--- config.mk ---
export PLATFORM = sky130hd
export DESIGN_NAME = instr_fetch_flat
export DESIGN_NICKNAME = d
export VERILOG_FILES = /design/src/rtl/if_pkg.sv /design/src/rtl/instr_fetch_if.sv /design/src/rtl/if_perf_cnt.sv /design/src/rtl/instr_fetch.sv /design/src/flat_wrapper.sv
export SDC_FILE = /design/constraint.sdc
export NUM_CORES = 1
export LEC_CHECK = 0
export BUFFER_PORTS_ARGS = -buffer_cell sky130_fd_sc_hd__clkbuf_2
export CAP_MARGIN = 25
export CORE_ASPECT_RATIO = 1.4
export CORE_MARGIN = 5
export CORE_UTILIZATION = 45
export DETAILED_ROUTE_END_ITERATION = 8
export GPL_ROUTABILITY_DRIVEN = 0
export GPL_TIMING_DRIVEN = 0
export PLACE_DENSITY_LB_ADDON = 0.1
export SLEW_MARGIN = 20
export SYNTH_ARGS = -nofsm -noshare
export SYNTH_HDL_FRONTEND = slang
export SYNTH_HIERARCHICAL = 1
export SYNTH_SLANG_ARGS = --single-unit
export TNS_END_PERCENT = 10
--- constraint.sdc ---
create_clock -name clk_i -period 4.1 [get_ports clk_i]
set_input_delay 0.615 -clock clk_i [delete_from_list [all_inputs] [get_ports clk_i]]
set_output_delay 0.615 -clock clk_i [all_outputs]
set_load 0.005 [all_outputs]
--- src/rtl/if_pkg.sv ---
// Shared types and constants for the instruction-fetch stage.
package if_pkg;

    typedef enum logic [1:0] {
        IDLE = 2'd0,
        REQ  = 2'd1,
        FULL = 2'd2,
        DROP = 2'd3
    } fetch_state_e;

    localparam int                     FETCH_PKT_W      = 64;
    localparam logic [FETCH_PKT_W-1:0] NOP_PKT          = '0;
    localparam logic [31:0]            DEFAULT_RESET_PC = 32'h0000_0000;

endpackage

--- src/rtl/instr_fetch_if.sv ---
// Instruction-memory request/ack bus between the fetch stage (master) and memory (slave).
interface instr_fetch_if #(
    parameter int ADDR_W = 32
);
    logic              imem_req_o;
    logic [ADDR_W-1:0] imem_addr_o;
    logic              imem_ack_i;
    logic [31:0]       imem_data_i;

    modport master (output imem_req_o, output imem_addr_o,
                    input  imem_ack_i, input  imem_data_i);
    modport slave  (input  imem_req_o, input  imem_addr_o,
                    output imem_ack_i, output imem_data_i);
endinterface

--- src/rtl/if_perf_cnt.sv ---
// Fetch/squash event counters; instantiated only when IF_PERF_CNT_EN is defined.
module if_perf_cnt (
    input  logic        clk_i,
    input  logic        rst_i,
    input  logic        fetch_inc_i,
    input  logic        squash_inc_i,
    output logic [31:0] fetch_cnt_o,
    output logic [31:0] squash_cnt_o
);
    logic [31:0] r_fetch_cnt;
    logic [31:0] r_squash_cnt;

    // Both counters wrap naturally at 2^32.
    always_ff @(posedge clk_i or negedge rst_i) begin
        if (!rst_i) begin
            r_fetch_cnt  <= '0;
            r_squash_cnt <= '0;
        end else begin
            if (fetch_inc_i)  r_fetch_cnt  <= r_fetch_cnt + 32'd1;
            if (squash_inc_i) r_squash_cnt <= r_squash_cnt + 32'd1;
        end
    end

    assign fetch_cnt_o  = r_fetch_cnt;
    assign squash_cnt_o = r_squash_cnt;
endmodule

--- src/rtl/instr_fetch.sv ---
// Instruction fetch: PC, single-outstanding imem request, registered {PC+4, instr} packet.
// Optional IF_PERF_CNT_EN adds fetch/squash counters (if_perf_cnt).
module instr_fetch
    import if_pkg::*;
#(
    parameter int                ADDR_W   = 32,
    parameter logic [ADDR_W-1:0] RESET_PC = ADDR_W'(DEFAULT_RESET_PC)
) (
    input  logic               clk_i,
    input  logic               rst_i,
    input  logic               pcwrite_i,
    input  logic               redirect_i,
    input  logic [ADDR_W-1:0]  redirect_pc_i,
    instr_fetch_if.master      imem,
    output logic [ADDR_W+31:0] data_o,
    output logic               valid_o,
    output logic [ADDR_W-1:0]  pc_o
`ifdef IF_PERF_CNT_EN
    ,
    output logic [31:0]        fetch_cnt_o,
    output logic [31:0]        squash_cnt_o
`endif
);
    localparam int PKT_W = ADDR_W + 32;

    fetch_state_e      r_state, w_state_nxt;
    logic [ADDR_W-1:0] r_pc, w_pc_nxt;
    logic [ADDR_W-1:0] r_stale_addr, w_stale_nxt;
    logic [PKT_W-1:0]  r_data, w_data_nxt;
    logic              r_valid, w_valid_nxt;

    logic [ADDR_W-1:0] w_target;
    logic [ADDR_W-1:0] w_pc_inc;

    assign w_target = {redirect_pc_i[ADDR_W-1:2], 2'b00};
    assign w_pc_inc = r_pc + ADDR_W'(4);

    always_ff @(posedge clk_i or negedge rst_i) begin
        if (!rst_i) begin
            r_state      <= IDLE;
            r_pc         <= RESET_PC;
            r_stale_addr <= RESET_PC;
            r_data       <= PKT_W'(NOP_PKT);
            r_valid      <= 1'b0;
        end else begin
            r_state      <= w_state_nxt;
            r_pc         <= w_pc_nxt;
            r_stale_addr <= w_stale_nxt;
            r_data       <= w_data_nxt;
            r_valid      <= w_valid_nxt;
        end
    end

    always_comb begin
        w_state_nxt = r_state;
        w_pc_nxt    = r_pc;
        w_stale_nxt = r_stale_addr;
        w_data_nxt  = r_data;
        w_valid_nxt = r_valid;
        unique case (r_state)
            IDLE: w_state_nxt = REQ;
            REQ: begin
                if (redirect_i) begin
                    w_pc_nxt = w_target;
                    // Without an ack the old request stays on the bus until memory answers.
                    if (!imem.imem_ack_i) begin
                        w_state_nxt = DROP;
                        w_stale_nxt = r_pc;
                    end
                end else if (imem.imem_ack_i) begin
                    w_data_nxt  = {w_pc_inc, imem.imem_data_i};
                    w_valid_nxt = 1'b1;
                    w_pc_nxt    = w_pc_inc;
                    w_state_nxt = FULL;
                end
            end
            FULL: begin
                if (redirect_i) begin
                    w_pc_nxt    = w_target;
                    w_data_nxt  = PKT_W'(NOP_PKT);
                    w_valid_nxt = 1'b0;
                    w_state_nxt = REQ;
                end else if (pcwrite_i) begin
                    w_data_nxt  = PKT_W'(NOP_PKT);
                    w_valid_nxt = 1'b0;
                    w_state_nxt = REQ;
                end
            end
            DROP: begin
                if (redirect_i) w_pc_nxt = w_target;
                if (imem.imem_ack_i) w_state_nxt = REQ;
            end
            default: w_state_nxt = IDLE;
        endcase
    end

    assign imem.imem_req_o  = (r_state == REQ) || (r_state == DROP);
    assign imem.imem_addr_o = (r_state == DROP) ? r_stale_addr : r_pc;
    assign data_o           = r_data;
    assign valid_o          = r_valid;
    assign pc_o             = r_pc;

`ifdef IF_PERF_CNT_EN
    logic w_fetch_inc;
    logic w_squash_inc;

    assign w_fetch_inc  = (r_state == REQ) && imem.imem_ack_i && !redirect_i;
    assign w_squash_inc = imem.imem_ack_i &&
                          (((r_state == REQ) && redirect_i) || (r_state == DROP));

    if_perf_cnt u_perf_cnt (
        .clk_i        (clk_i),
        .rst_i        (rst_i),
        .fetch_inc_i  (w_fetch_inc),
        .squash_inc_i (w_squash_inc),
        .fetch_cnt_o  (fetch_cnt_o),
        .squash_cnt_o (squash_cnt_o)
    );
`endif
endmodule

--- src/flat_wrapper.sv ---
// flat-port wrapper written by rule: the top's interface ports become plain ports
module instr_fetch_flat import if_pkg::*;
#(
    parameter int                ADDR_W   = 32,
    parameter logic [ADDR_W-1:0] RESET_PC = ADDR_W'(DEFAULT_RESET_PC)
)
  (clk_i, rst_i, pcwrite_i, redirect_i, redirect_pc_i, data_o, valid_o, pc_o, imem_imem_req_o, imem_imem_addr_o, imem_imem_ack_i, imem_imem_data_i);
  instr_fetch_if #(.ADDR_W(ADDR_W)) imem_i ();
  input  logic clk_i;
  input  logic rst_i;
  input  logic pcwrite_i;
  input  logic redirect_i;
  input  logic [ADDR_W-1:0] redirect_pc_i;
  output logic [ADDR_W+31:0] data_o;
  output logic valid_o;
  output logic [ADDR_W-1:0] pc_o;
  output wire logic [$bits(imem_i.imem_req_o)-1:0] imem_imem_req_o;
  output wire logic [$bits(imem_i.imem_addr_o)-1:0] imem_imem_addr_o;
  input wire logic [$bits(imem_i.imem_ack_i)-1:0] imem_imem_ack_i;
  input wire logic [$bits(imem_i.imem_data_i)-1:0] imem_imem_data_i;
  assign imem_imem_req_o = imem_i.imem_req_o;
  assign imem_imem_addr_o = imem_i.imem_addr_o;
  assign imem_i.imem_ack_i = imem_imem_ack_i;
  assign imem_i.imem_data_i = imem_imem_data_i;
  instr_fetch #(.ADDR_W(ADDR_W), .RESET_PC(RESET_PC)) u_core (.clk_i(clk_i), .rst_i(rst_i), .pcwrite_i(pcwrite_i), .redirect_i(redirect_i), .redirect_pc_i(redirect_pc_i), .imem(imem_i), .data_o(data_o), .valid_o(valid_o), .pc_o(pc_o));
endmodule
==> flow_summary_export.csv <==
group,metric,value,unit
status,status,"completed",
routing,drtAntennaViolNets,0,
timing,fin_crit,2.790,ns
logic_synthesis,synth.area.mux_share,0.1115,
timing,period_share,0.6805,
routing,vias,5230,
timing,worst_slew_pin_slew,1.007,ns
pwr,fin_total_pwr,5.096,mW
layout,final_layout_size_suffix_gt1_frac,0.4060,
timing,max_freq,358.4,MHz
placed_design,placedCellCount,911,
logic_synthesis,ys_seq_area_frac,0.5204,
pwr,pwr-share-seq,0.373,
critical_path,reg2reg_from,"u_core/pc_o[2]",
critical_path,rr_worst_depth,6,
clocking,cts_htree_levels,4,
logic_synthesis,syn-instance-count,534,
critical_path,end_kind,"primary output",
clocking,cts_setup_buffers,0,
routing,wl_met3,1413,um
timing,setup_violations,0,
timing,setup_slack,1.310,ns
placed_design,numPortBuffers,191,
layout,stdcell_count,943,
global_routing,grt_usage,0.2336,
timing,final-hold-violation-count,0,
flow_run,maxCapViolations,0,
critical_path,worstSetupPathType,"flop to primary output",
placed_design,dp_hpwl,13370,um
floorplanning,fp.dieW,108.1,um
floorplanning,die_h,147.3,um
critical_path,critPathArrivalTime,2.17,ns
layout,area_growth,31.68,%
floorplanning,core,0.01333,mm2
pwr,p_switching,1.520,mW
timing,slew_viol_final,0,
clocking,root_buffer,"clkbuf_16",
routing,firstDrtPassIters,5,
clocking,clk_pin_slew,0.06,ns
layout,diodes,0,
pwr,swShare,0.2983,
timing,relSlewSlack,0.3284,
floorplanning,io-pin-count,199,
layout,stdcell_area,0.007978,mm2
critical_path,rrSetupSlack,1.49,ns
logic_synthesis,ys_warn_count,6,
timing,setup_tns,0,ns
pwr,p_int,3.576,mW
pwr,p_comb_frac,0.287,
pwr,cellPowerDensity,638.8,mW/mm2
pwr,ir_drop,280.6,uV
routing,drt-initial-drc-count,409,
global_routing,grt_pass1_vias,5418,
routing,dr_wl_met2,9322,um
clocking,cts-buffers-inserted,17,
logic_synthesis,netlist_area,0.006058,mm2
routing,drt_wl_total,18280,um
global_routing,overflow,0,
clocking,post_cts_resized,0,
critical_path,cp.required,3.48,ns
floorplanning,initial_core_util,0.4546,
clocking,holdBufCountCts,0,
logic_synthesis,synth_top_family_by_area,"compound AO/OA/AOI/OAI gates",
critical_path,r2r-end,"u_core/data_o[60]",
clocking,numClockSinks,126,
logic_synthesis,synth_cell_types,46,
placed_design,dpl_cell_area,0.007289,mm2
routing,dr.max_layer_used,"met4",
logic_synthesis,synth-compound-area-share,0.1795,
timing,rsz0062_at_grt,"no",
routing,avgViaCountPerCell,5.546,
logic_synthesis,yosys.area_share.simple,0.1051,
logic_synthesis,ys_seq_elements,126,
min_path,hp-class,"input pin to asynchronous set/reset pin",
clocking,clock_path_buffers,2,
logic_synthesis,synth-xor-area-share,0.04048,
logic_synthesis,syn_area_per_cell,11.35,um2
global_routing,grt_pass1_wl,29010,um
clocking,clock_latency,0.41,ns
clocking,cts_tree,"built",
placed_design,dp_slack,1.514,ns
routing,drt-met1-wl,7206,um
pwr,clkPwrFrac,0.341,
timing,whs,0.1464,ns
routing,wl_per_cell,19.38,um
critical_path,path_max_fanout,10,
floorplanning,die_area,0.01592,mm2
logic_synthesis,synthAdderAreaFrac,0.002065,
floorplanning,row_count,50,
layout,nets,818,
critical_path,cp-start-kind,"flop",
global_routing,antenna_found_initial,0,
pwr,leakagePower,3.763,nW
routing,remaining_drc_errors,0,
global_routing,grt_max_degree,81,
timing,finClkSkew,0.01213,ns
layout,utilization,0.5987,
## layer usage
metal	track usage	vias up
met3	0.05495	29
met5	0	-
li1	-	2404
met2	0.3998	241
met1	0.2867	2556
met4	0.08086	0
## sequential cells by signal (all words and copies together) (netlist names)
register,cells
u_core/r_stale_addr,30
u_core/r_state,2
u_core/valid_o,1
u_core/data_o,63
u_core/pc_o,30
## area by class of cell
| type | count | area, um2 |
|---|---|---|
| buffer | 54 | 232.7 |
| clock buffer | 19 | 452.9 |
| clock inverter | 13 | 235.2 |
| fill | 1166 | 5348 |
| inverter | 3 | 11.26 |
| multi-input combinational | 354 | 2673 |
| sequential | 126 | 3153 |
| tap | 182 | 227.7 |
| timing repair buffer | 192 | 992.2 |
## layout by cell type (no fill, tap or decap), drive strengths merged, types with 4 or more instances in the layout
master and n:
clkbuf 247, dfrtp 126, a22o 61, mux2 60, nand2 35, a21oi 27
xnor2 23, nor2 21, o22ai 18, buf 18, nand3 15, a2bb2oi 14
nand4 12, o21ai 9, and3 7, bufinv 6, xor2 5, and4 5
conb 4, clkinv 4, inv 4, nor4 4
## logic make-up after synthesis
group,Yosys count
multiplexers,60
AND/OR/NAND/NOR,115
XOR/XNOR,28
other,1
AO/OA/AOI/OAI,146
buffers and inverters,57
flip-flops,126
adder cells (fa/ha/maj),1
## worst max-delay path, cell delays in order (launching register included)
cell and delay [ns]:
dfrtp_1 0.36, clkbuf_1 0.18, nand2_1 0.15, clkbuf_1 0.54, mux2_2 0.41, clkbuf_2 0.12
## power by group through the flow
| stage | combinational (mW) | sequential [mW] | clock [mW] |
|---|---|---|---|
| 3_3_place_gp | 1.44 | 1.90 | 0 |
| 6_report | 1.46 | 1.90 | 1.74 |
| 5_1_grt | 1.61 | 1.96 | 1.83 |
| 3_5_place_dp | 1.47 | 1.92 | 0 |
| 2_1_floorplan | 0.825 | 1.88 | 0 |
| 4_1_cts | 1.48 | 1.90 | 1.77 |
## synth_stat cells, drive strengths merged
master / n / share of area
a21o: 2 / 0.0025
a21oi: 27 / 0.022
a221o: 2 / 0.0033
a22o: 61 / 0.088
a22oi: 2 / 0.0025
a2bb2oi: 14 / 0.020
a311o: 1 / 0.0017
a31oi: 3 / 0.0031
and2: 3 / 0.0031
and3: 7 / 0.0074
and4: 5 / 0.0072
buf: 17 / 0.015
clkbuf: 37 / 0.023
conb: 1 / 0.00062
dfrtp: 126 / 0.52
ha: 1 / 0.0021
inv: 3 / 0.0019
mux2: 60 / 0.11
nand2: 35 / 0.022
nand2b: 3 / 0.0031
nand3: 15 / 0.016
nand4: 12 / 0.013
nor2: 21 / 0.014
nor2b: 1 / 0.0010
nor3: 3 / 0.0025
nor3b: 2 / 0.0025
nor4: 4 / 0.0091
o211ai: 1 / 0.0012
o21a: 1 / 0.0012
o21ai: 9 / 0.0074
o22a: 3 / 0.0043
o22ai: 18 / 0.019
o2bb2ai: 1 / 0.0014
o311ai: 1 / 0.0014
or2: 2 / 0.0021
or3: 2 / 0.0021
xnor2: 23 / 0.033
xor2: 5 / 0.0072
## worst max path at each step
stage                     cells after the start                       to  slack [ns]               from
final                                         5     imem_imem_addr_o[10]        1.31  u_core/r_state[1]
after global routing                          5      imem_imem_addr_o[5]        1.18  u_core/r_state[1]
after CTS                                     5      imem_imem_addr_o[5]        1.30  u_core/r_state[1]
after detailed placement                      7        u_core/data_o[59]        1.51    imem_imem_ack_i
after global placement                        1  u_core/r_stale_addr[24]        0.44              rst_i
after floorplan                               4  u_core/r_stale_addr[10]        2.12         redirect_i
Power figures use the tool's default switching activity.
